[config.mk]
export PLATFORM = sky130hd
export DESIGN_NAME = rs232in_hex
export DESIGN_NICKNAME = d
export VERILOG_FILES = /design/src/rtl/rs232in_hex.sv
export SDC_FILE = /design/constraint.sdc
export NUM_CORES = 1
export LEC_CHECK = 0
export CAP_MARGIN = 5
export CORE_MARGIN = 4
export CORE_UTILIZATION = 55
export CTS_BUF_LIST = sky130_fd_sc_hd__clkbuf_8 sky130_fd_sc_hd__clkbuf_16
export CTS_CLUSTER_SIZE = 16
export DETAILED_ROUTE_END_ITERATION = 6
export PLACE_DENSITY = 0.78
export REMOVE_ABC_BUFFERS = 1
export SYNTH_ARGS = -nofsm -noshare
export SYNTH_HDL_FRONTEND = slang
export SYNTH_SLANG_ARGS = --single-unit
[constraint.sdc]
create_clock -name clock -period 2.57 [get_ports clock]
set_input_delay 0.771 -clock clock [delete_from_list [all_inputs] [get_ports clock]]
set_output_delay 0.771 -clock clock [all_outputs]
set_load 0.01 [all_outputs]
[src/rtl/rs232in_hex.sv]
// 8N1 UART receiver with an ASCII hex line parser: bytes are deserialised from
// serial_in, and hex digits terminated by CR/LF are packed into a word.
module rs232in_hex #(
    parameter int frequency   = 50_000_000,
    parameter int bps         = 115_200,
    parameter int word_digits = 9
) (
    input  logic                     clock,
    input  logic                     reset,
    input  logic                     serial_in,
    output logic [7:0]               received_data,
    output logic                     received_valid,
    output logic                     framing_error,
    output logic [4*word_digits-1:0] word,
    output logic                     word_valid,
    output logic                     word_overflow,
    output logic                     parse_error
);
    localparam int DIV   = frequency / bps;
    localparam int WW    = 4 * word_digits;
    localparam int CNT_W = $clog2(DIV);
    localparam int DCW   = $clog2(word_digits + 1);

    localparam logic [CNT_W-1:0] HALF_LOAD = CNT_W'(DIV / 2 - 1);
    localparam logic [CNT_W-1:0] FULL_LOAD = CNT_W'(DIV - 1);
    localparam logic [DCW-1:0]   MAX_DIGITS = DCW'(word_digits);

    typedef enum logic [2:0] {
        S_IDLE,
        S_START,
        S_DATA,
        S_STOP,
        S_BREAK
    } state_t;

    state_t           state_q, state_d;
    logic             rx_meta_q, rx_s_q;
    logic [CNT_W-1:0] cnt_q, cnt_d;
    logic [2:0]       bit_idx_q, bit_idx_d;
    logic [7:0]       shift_q, shift_d;
    logic [7:0]       received_data_q, received_data_d;
    logic             received_valid_q, received_valid_d;
    logic             framing_error_q, framing_error_d;
    logic [WW-1:0]    acc_q, acc_d;
    logic [DCW-1:0]   count_q, count_d;
    logic             ovf_q, ovf_d;
    logic [WW-1:0]    word_q, word_d;
    logic             word_valid_q, word_valid_d;
    logic             word_overflow_q, word_overflow_d;
    logic             parse_error_q, parse_error_d;

    // Returns {is_hex, nibble} for an ASCII byte.
    function automatic logic [4:0] hex_nibble(input logic [7:0] b);
        logic [4:0] r;
        r = 5'd0;
        if (b >= 8'h30 && b <= 8'h39)
            r = {1'b1, b[3:0]};
        else if ((b >= 8'h41 && b <= 8'h46) || (b >= 8'h61 && b <= 8'h66))
            r = {1'b1, b[3:0] + 4'd9};
        return r;
    endfunction

    logic [4:0] nib;

    always_comb begin
        state_d          = state_q;
        cnt_d            = cnt_q;
        bit_idx_d        = bit_idx_q;
        shift_d          = shift_q;
        received_data_d  = received_data_q;
        received_valid_d = 1'b0;
        framing_error_d  = 1'b0;
        acc_d            = acc_q;
        count_d          = count_q;
        ovf_d            = ovf_q;
        word_d           = word_q;
        word_valid_d     = 1'b0;
        word_overflow_d  = 1'b0;
        parse_error_d    = 1'b0;
        nib              = hex_nibble(received_data_q);

        case (state_q)
            S_IDLE: begin
                if (!rx_s_q) begin
                    state_d = S_START;
                    cnt_d   = HALF_LOAD;
                end
            end
            S_START: begin
                if (cnt_q == '0) begin
                    if (rx_s_q) begin
                        state_d = S_IDLE;
                    end else begin
                        state_d   = S_DATA;
                        cnt_d     = FULL_LOAD;
                        bit_idx_d = 3'd0;
                    end
                end else begin
                    cnt_d = cnt_q - 1'b1;
                end
            end
            S_DATA: begin
                if (cnt_q == '0) begin
                    // LSB arrives first, so shifting right leaves it in bit 0.
                    shift_d = {rx_s_q, shift_q[7:1]};
                    cnt_d   = FULL_LOAD;
                    if (bit_idx_q == 3'd7)
                        state_d = S_STOP;
                    else
                        bit_idx_d = bit_idx_q + 3'd1;
                end else begin
                    cnt_d = cnt_q - 1'b1;
                end
            end
            S_STOP: begin
                if (cnt_q == '0) begin
                    if (rx_s_q) begin
                        received_data_d  = shift_q;
                        received_valid_d = 1'b1;
                        state_d          = S_IDLE;
                    end else begin
                        framing_error_d = 1'b1;
                        state_d         = S_BREAK;
                    end
                end else begin
                    cnt_d = cnt_q - 1'b1;
                end
            end
            S_BREAK: begin
                if (rx_s_q)
                    state_d = S_IDLE;
            end
            default: state_d = S_IDLE;
        endcase

        if (received_valid_q) begin
            if (nib[4]) begin
                acc_d = {acc_q[WW-5:0], nib[3:0]};
                if (count_q == MAX_DIGITS)
                    ovf_d = 1'b1;
                else
                    count_d = count_q + 1'b1;
            end else if (received_data_q == 8'd13 || received_data_q == 8'd10) begin
                if (count_q != '0) begin
                    word_d          = acc_q;
                    word_valid_d    = 1'b1;
                    word_overflow_d = ovf_q;
                end
                acc_d   = '0;
                count_d = '0;
                ovf_d   = 1'b0;
            end else begin
                parse_error_d = 1'b1;
                acc_d         = '0;
                count_d       = '0;
                ovf_d         = 1'b0;
            end
        end
    end

    always_ff @(posedge clock) begin
        if (reset) begin
            rx_meta_q        <= 1'b1;
            rx_s_q           <= 1'b1;
            state_q          <= S_IDLE;
            cnt_q            <= '0;
            bit_idx_q        <= 3'd0;
            shift_q          <= 8'd0;
            received_data_q  <= 8'd0;
            received_valid_q <= 1'b0;
            framing_error_q  <= 1'b0;
            acc_q            <= '0;
            count_q          <= '0;
            ovf_q            <= 1'b0;
            word_q           <= '0;
            word_valid_q     <= 1'b0;
            word_overflow_q  <= 1'b0;
            parse_error_q    <= 1'b0;
        end else begin
            rx_meta_q        <= serial_in;
            rx_s_q           <= rx_meta_q;
            state_q          <= state_d;
            cnt_q            <= cnt_d;
            bit_idx_q        <= bit_idx_d;
            shift_q          <= shift_d;
            received_data_q  <= received_data_d;
            received_valid_q <= received_valid_d;
            framing_error_q  <= framing_error_d;
            acc_q            <= acc_d;
            count_q          <= count_d;
            ovf_q            <= ovf_d;
            word_q           <= word_d;
            word_valid_q     <= word_valid_d;
            word_overflow_q  <= word_overflow_d;
            parse_error_q    <= parse_error_d;
        end
    end

    assign received_data  = received_data_q;
    assign received_valid = received_valid_q;
    assign framing_error  = framing_error_q;
    assign word           = word_q;
    assign word_valid     = word_valid_q;
    assign word_overflow  = word_overflow_q;
    assign parse_error    = parse_error_q;

endmodule

Word-level counts from Yosys, hierarchy flattened:

Index checks and enable logic that the tools add are counted.

* bits in registers: 115
* logic and storage cells: 105
* input bits: 3
* output and inout bits: 49

* reductions and logical operators: 22
* eq/ne operators: 20
* bitwise operators: 6
* magnitude comparators: 6
* mux-type cells: 31
* add/subtract/negate cells: 4

Operators with widths (count)
* two-way mux 9 bit: 5
* two-way mux 36 bit: 1
* case mux 9 bit (4 select lines): 1
* two-way mux 3 bit: 11
* inequality test 2 bit (second input constant): 10
* equality test 8 x 4 -> 1 bit (second input constant): 2
* greater-or-equal comparator 8 x 7 -> 1 bit (second input constant): 2
* less-or-equal comparator 8 x 7 -> 1 bit (second input constant): 2
* case mux 3 bit (5 select lines): 1
* two-way mux 5 bit: 2
* logical NOT 9 bit: 1
* subtractor 9 x 1 -> 9 bit (second input constant): 1
* greater-or-equal comparator 8 x 6 -> 1 bit (second input constant): 1
* less-or-equal comparator 8 x 6 -> 1 bit (second input constant): 1
* two-way mux 4 bit: 2
* AND reduction 4 bit: 2
* nonzero test 4 bit: 2
* equality test 3 x 2 -> 1 bit (second input constant): 2
* equality test 3 bit (second input constant): 2
* two-way mux 1 bit: 6
* NOT 1 bit: 6
* case mux 3 bit (2 select lines): 1
* AND reduction 2 bit: 3
* AND reduction 6 bit: 1
* other kinds (17): 21

Logic depth before layout (Yosys ltp):

* word-level depth: 7
* mapped depth: 9
* mapped depth without buffers: 7

Worst setup path after synthesis:

OpenSTA, ideal clock, no wires.

* path type: register to register
* start: register cnt_q[0]
* end: register cnt_q[5]
* data required time: 2500 ps
* library setup time: 70 ps
* clock period less this slack: 1963 ps
* arrival: 1892 ps
* stages on the path, launching flop included: 8
* path slack: 607 ps
* cell sequence: dfxtp_1 > inv_1 > ha_1 > or4b_2 > o21ai_1 > a31oi_1 > nand2b_1 > a21oi_1

* cells in the longest elaborated chain, start to end: 3

RTL lines
* start: declaration: RTL line 38 `logic [CNT_W-1:0] cnt_q, cnt_d;`
* start signal: assignment: RTL line 183 `cnt_q <= cnt_d;`
* subtractor 9 x 1 -> 9 bit / logical NOT 9 bit (equally long branches)
* two-way mux 9 bit (tied with other cells): RTL line 116 `if (cnt_q == '0) begin`
* case mux 9 bit (4 select lines) / AND reduction 4 bit (equally long branches)

Parallel ways exist; a longest one is shown, timed or not. The select of a mux whose other input is x is not followed.
A chain may end at the register's enable or synchronous reset.

Worst setup path in the final report:

* start: register received_data_q[2], in the netlist received_data[2]
* end: output port received_data[2]

RTL lines
* start: declaration: RTL line 41 `logic [7:0] received_data_q, received_data_d;`
* start signal: assignment: RTL line 186 `received_data_q <= received_data_d;`
* end: declaration: RTL line 11 `output logic [7:0] received_data,`

No word-level cell between the ends.

==> metrics.md <==
| Metric | Value |
|---|---|
| Status | `finished, final reports clean` |
| Worst-path cell chain | `clkdlybuf4s50_1` |
| Antenna Violating Nets Remaining | `0` |
| LEAKAGE | `between 2 and 2.5 nW` |
| Clk sink count | `115` |
| DRT Wirelength | `10.7 mm` |
| Final hold viol count | `0` |
| Starting density of the core | `57.5%` |
| CP required | `about 1.8 ns` |
| Setup ws final | `about 0.22 ns` |
| Crit path time final | `2.35 ns` |
| Worst Setup End Kind | `output port` |
| Crit path buffers/inverters | `1` |
| Vias in the first global route | `3854` |
| Mapped Cells | `585` |
| Nets | `638` |
| Vias/cell | `5.60` |
| Synth Area in Adders | `2.86%` |
| Final TNS setup | `0 ns` |
| P&R area growth vs syn | `24.3%` |
| Inserted Diodes | `0` |
| Maximum vdd ir drop | `0.420 mV` |
| Final setup skew | `roughly 0.0054 ns` |
| Register area share after synthesis | `a little under half` |
| Mux contribution to synthesized area | `less than 1%` |
| Number of top-level pins | `52` |
| F_max | `0.426 GHz` |
| Crit path max fanout | `8` |
| Hold WS | `0.432 ns` |
| Unique cell type count in the Yosys netlist | `62` |
| Post-detail-place hpwl | `6.67 mm` |
| Post-CTS setup buffer count | `0` |
| Share of cells above drive strength 1 | `9.26%` |
| CP top delay family | `buffers and inverters` |
| Die Width | `102 um` |
| # H-tree levels | `4` |
| Critical Path Start | `received_data[2]` |
| Port Buffer Count | `just over 50` |
| Die Ht | `102 um` |
| Synth warnings | `0` |
| WL/cell | `14.4 um` |
| Crit start category | `flop` |
| Commonest non-fill, non-tap cell in the layout | `nand2_1` |
| Die area | `a little over 10000 um^2` |
| Post-synthesis simple-gate area fraction | `27.2%` |
| GRT Total Usage | `21.4%` |
| Slowest cell on crit path | `clkdlybuf4s50_1` |
| CTS tree | `yes` |
| MaxCap Viol Count | `0` |
| Async S/R FF share, synth | `0%` |
| Worst-skew pair later-pin latency | `0.50 ns` |
| XOR/XNOR Fraction of Synth Area | `0.182%` |
| # setup viols final | `0` |
| Root Driver | `clkbuf_8` |
| DR vias | `between 4000 and 5000` |
| Slew headroom | `around 50%` |
| RSZ-0062 raised after global routing | `false` |
| Row Count | `33` |
| R2R depth | `7` |
| Synth Area in Compound Gates | `17.0%` |
| TritonRoute pass-1 iters | `6` |
| Post-Place Setup Slack | `0.304 ns` |
| Synth top area cells | `dfxtp_1 48%, a21oi_1 10%, nand2_1 9.4%, nand2b_1 5.3%, nand3_1 4.3%` |
| Clock Pin Slew Worst Setup and Hold Paths | `0.06 ns` |
| Worst Path Arrival | `1.58 ns` |
| Crit path kind | `flop to output port` |
| Most frequent cells in the layout | `121 x nand2_1, 114 x dfxtp_1, 98 x a21oi_1` |
| Worst slew pin tran | `0.744 ns` |
| Syn avg cell area | `slightly above 8 um^2` |
| Min-Delay Path Class | `flop to flop` |
| Synthesized flop and latch total | `115` |
| Main combinational cell family by area after synthesis | `simple AND/OR/NAND/NOR gates` |
| Largest net degree at the start of global routing | `85` |
| Cell area after synthesis | `4820 um^2` |
| Worst stage delay on the critical path | `roughly 0.60 ns` |
| Share of the synthesized area in the top cell type | `between 40% and 50%` |
| Worst R2R Start | `cnt_q[0]` |
| PD cells | `741 nW/um^2` |
| CORE AREA | `8380 um^2` |
| Post-synth top area cell | `dfxtp_1` |
| Hold Crit Depth | `1` |
| Placer Congestion | `0.846` |
| Num CTS Buffers | `17` |
| Overflow after GRT | `0` |
| Post-route clock period utilization | `between 90 and 100%` |
| Min-delay src | `rx_meta_q` |
| Crit path depth | `1` |
| Maximum clock path buffer count | `2` |
| Main synth FF type | `dfxtp_1` |
| Max-slew violation count | `0` |
| Starting DRC count in detailed routing | `approximately 240` |
| # DRC | `0` |
| Global-route wire length before repair | `roughly 18 mm` |
| Post-synth EDFFs | `0` |
| Initial antenna violation count | `0` |
## synthesized netlist by cell type (2+ instances only)
cell      instances
nand2b_1         41
a211oi_1          5
ha_1             11
nor2_1           15
a21oi_1          98
and3_1            3
a221oi_1          2
or3_1             3
nor4b_1           2
or2_2             5
buf_2             7
o21bai_1          2
nor3b_1           2
a31oi_1           7
nor4_1            2
nor2b_1           2
clkbuf_1         22
nand2_1         121
buf_1             4
nand3_1          41
dfxtp_1         115
inv_1            11
nor3_1            8
buf_6             2
o21ai_0          15
a311oi_1          2
o32ai_1           2
## per-stage QoR
stage          util, %  instance area, um^2  total power, mW  std cells
6_report          71.4                 5990             4.44        742
2_1_floorplan        -                 4640             2.01        548
5_1_grt           71.4                 5990             4.59        742
3_3_place_gp      64.1                 5370             2.08        710
4_1_cts           71.4                 5980             4.47        742
3_5_place_dp      64.1                 5370             2.08        710
## cells by family after synthesis
logic type | Yosys count
AO/OA/AOI/OAI | 146
XOR/XNOR | 1
adder cells (fa/ha/maj) | 11
buffers and inverters | 48
flip-flops | 115
multiplexers | 2
AND/OR/NAND/NOR | 262
## final timing paths
path	to	slack [ns]
setup / recovery	received_data[2]	0.22
hold reg to reg	rx_s_q	0.43
hold / removal	rx_s_q	0.43
setup reg to reg	cnt_q[5]	0.27
## state kept, by name, summed over array words and instances, names as in the netlist, 3 cells and up
| signal | count |
|---|---|
| count_q | 4 |
| received_data | 8 |
| cnt_q | 9 |
| shift_q | 8 |
| bit_idx_q | 3 |
| acc_q | 36 |
| word | 36 |
| state_q | 3 |
## cell type report
class                           count  area [um^2]
Clock buffer                       17          414
Clock inverter                     15          199
Fill cell                         653         2390
Inverter                           11         41.3
Multi-Input combinational cell    422         2310
Sequential cell                   115         2300
Tap cell                          105          131
Timing Repair Buffer               57          591
## report_power, final
group / internal [mW] / switching [mW] / total, mW
combinational: 0.0820 / 0.138 / 0.220
clock: 1.51 / 0.882 / 2.39
sequential: 1.80 / 0.0276 / 1.83
total: 3.39 / 1.05 / 4.44
## layer usage
layer	vias to the layer above	share of wire, %	GRT usage, %
met3	16	4.3	5.72
li1	2096	-	-
met2	89	50	36.1
met5	-	0	0
met1	1955	44	26.5
met4	0	1.4	7.57
## what timing repair did
| item | 4_1_cts | 5_1_grt |
|---|---|---|
| hold buffers | 0 | 0 |
| setup endpoints to repair | 0 | 3 |
| resized for setup | 0 | 1 |
Power figures use the tool's default switching activity.
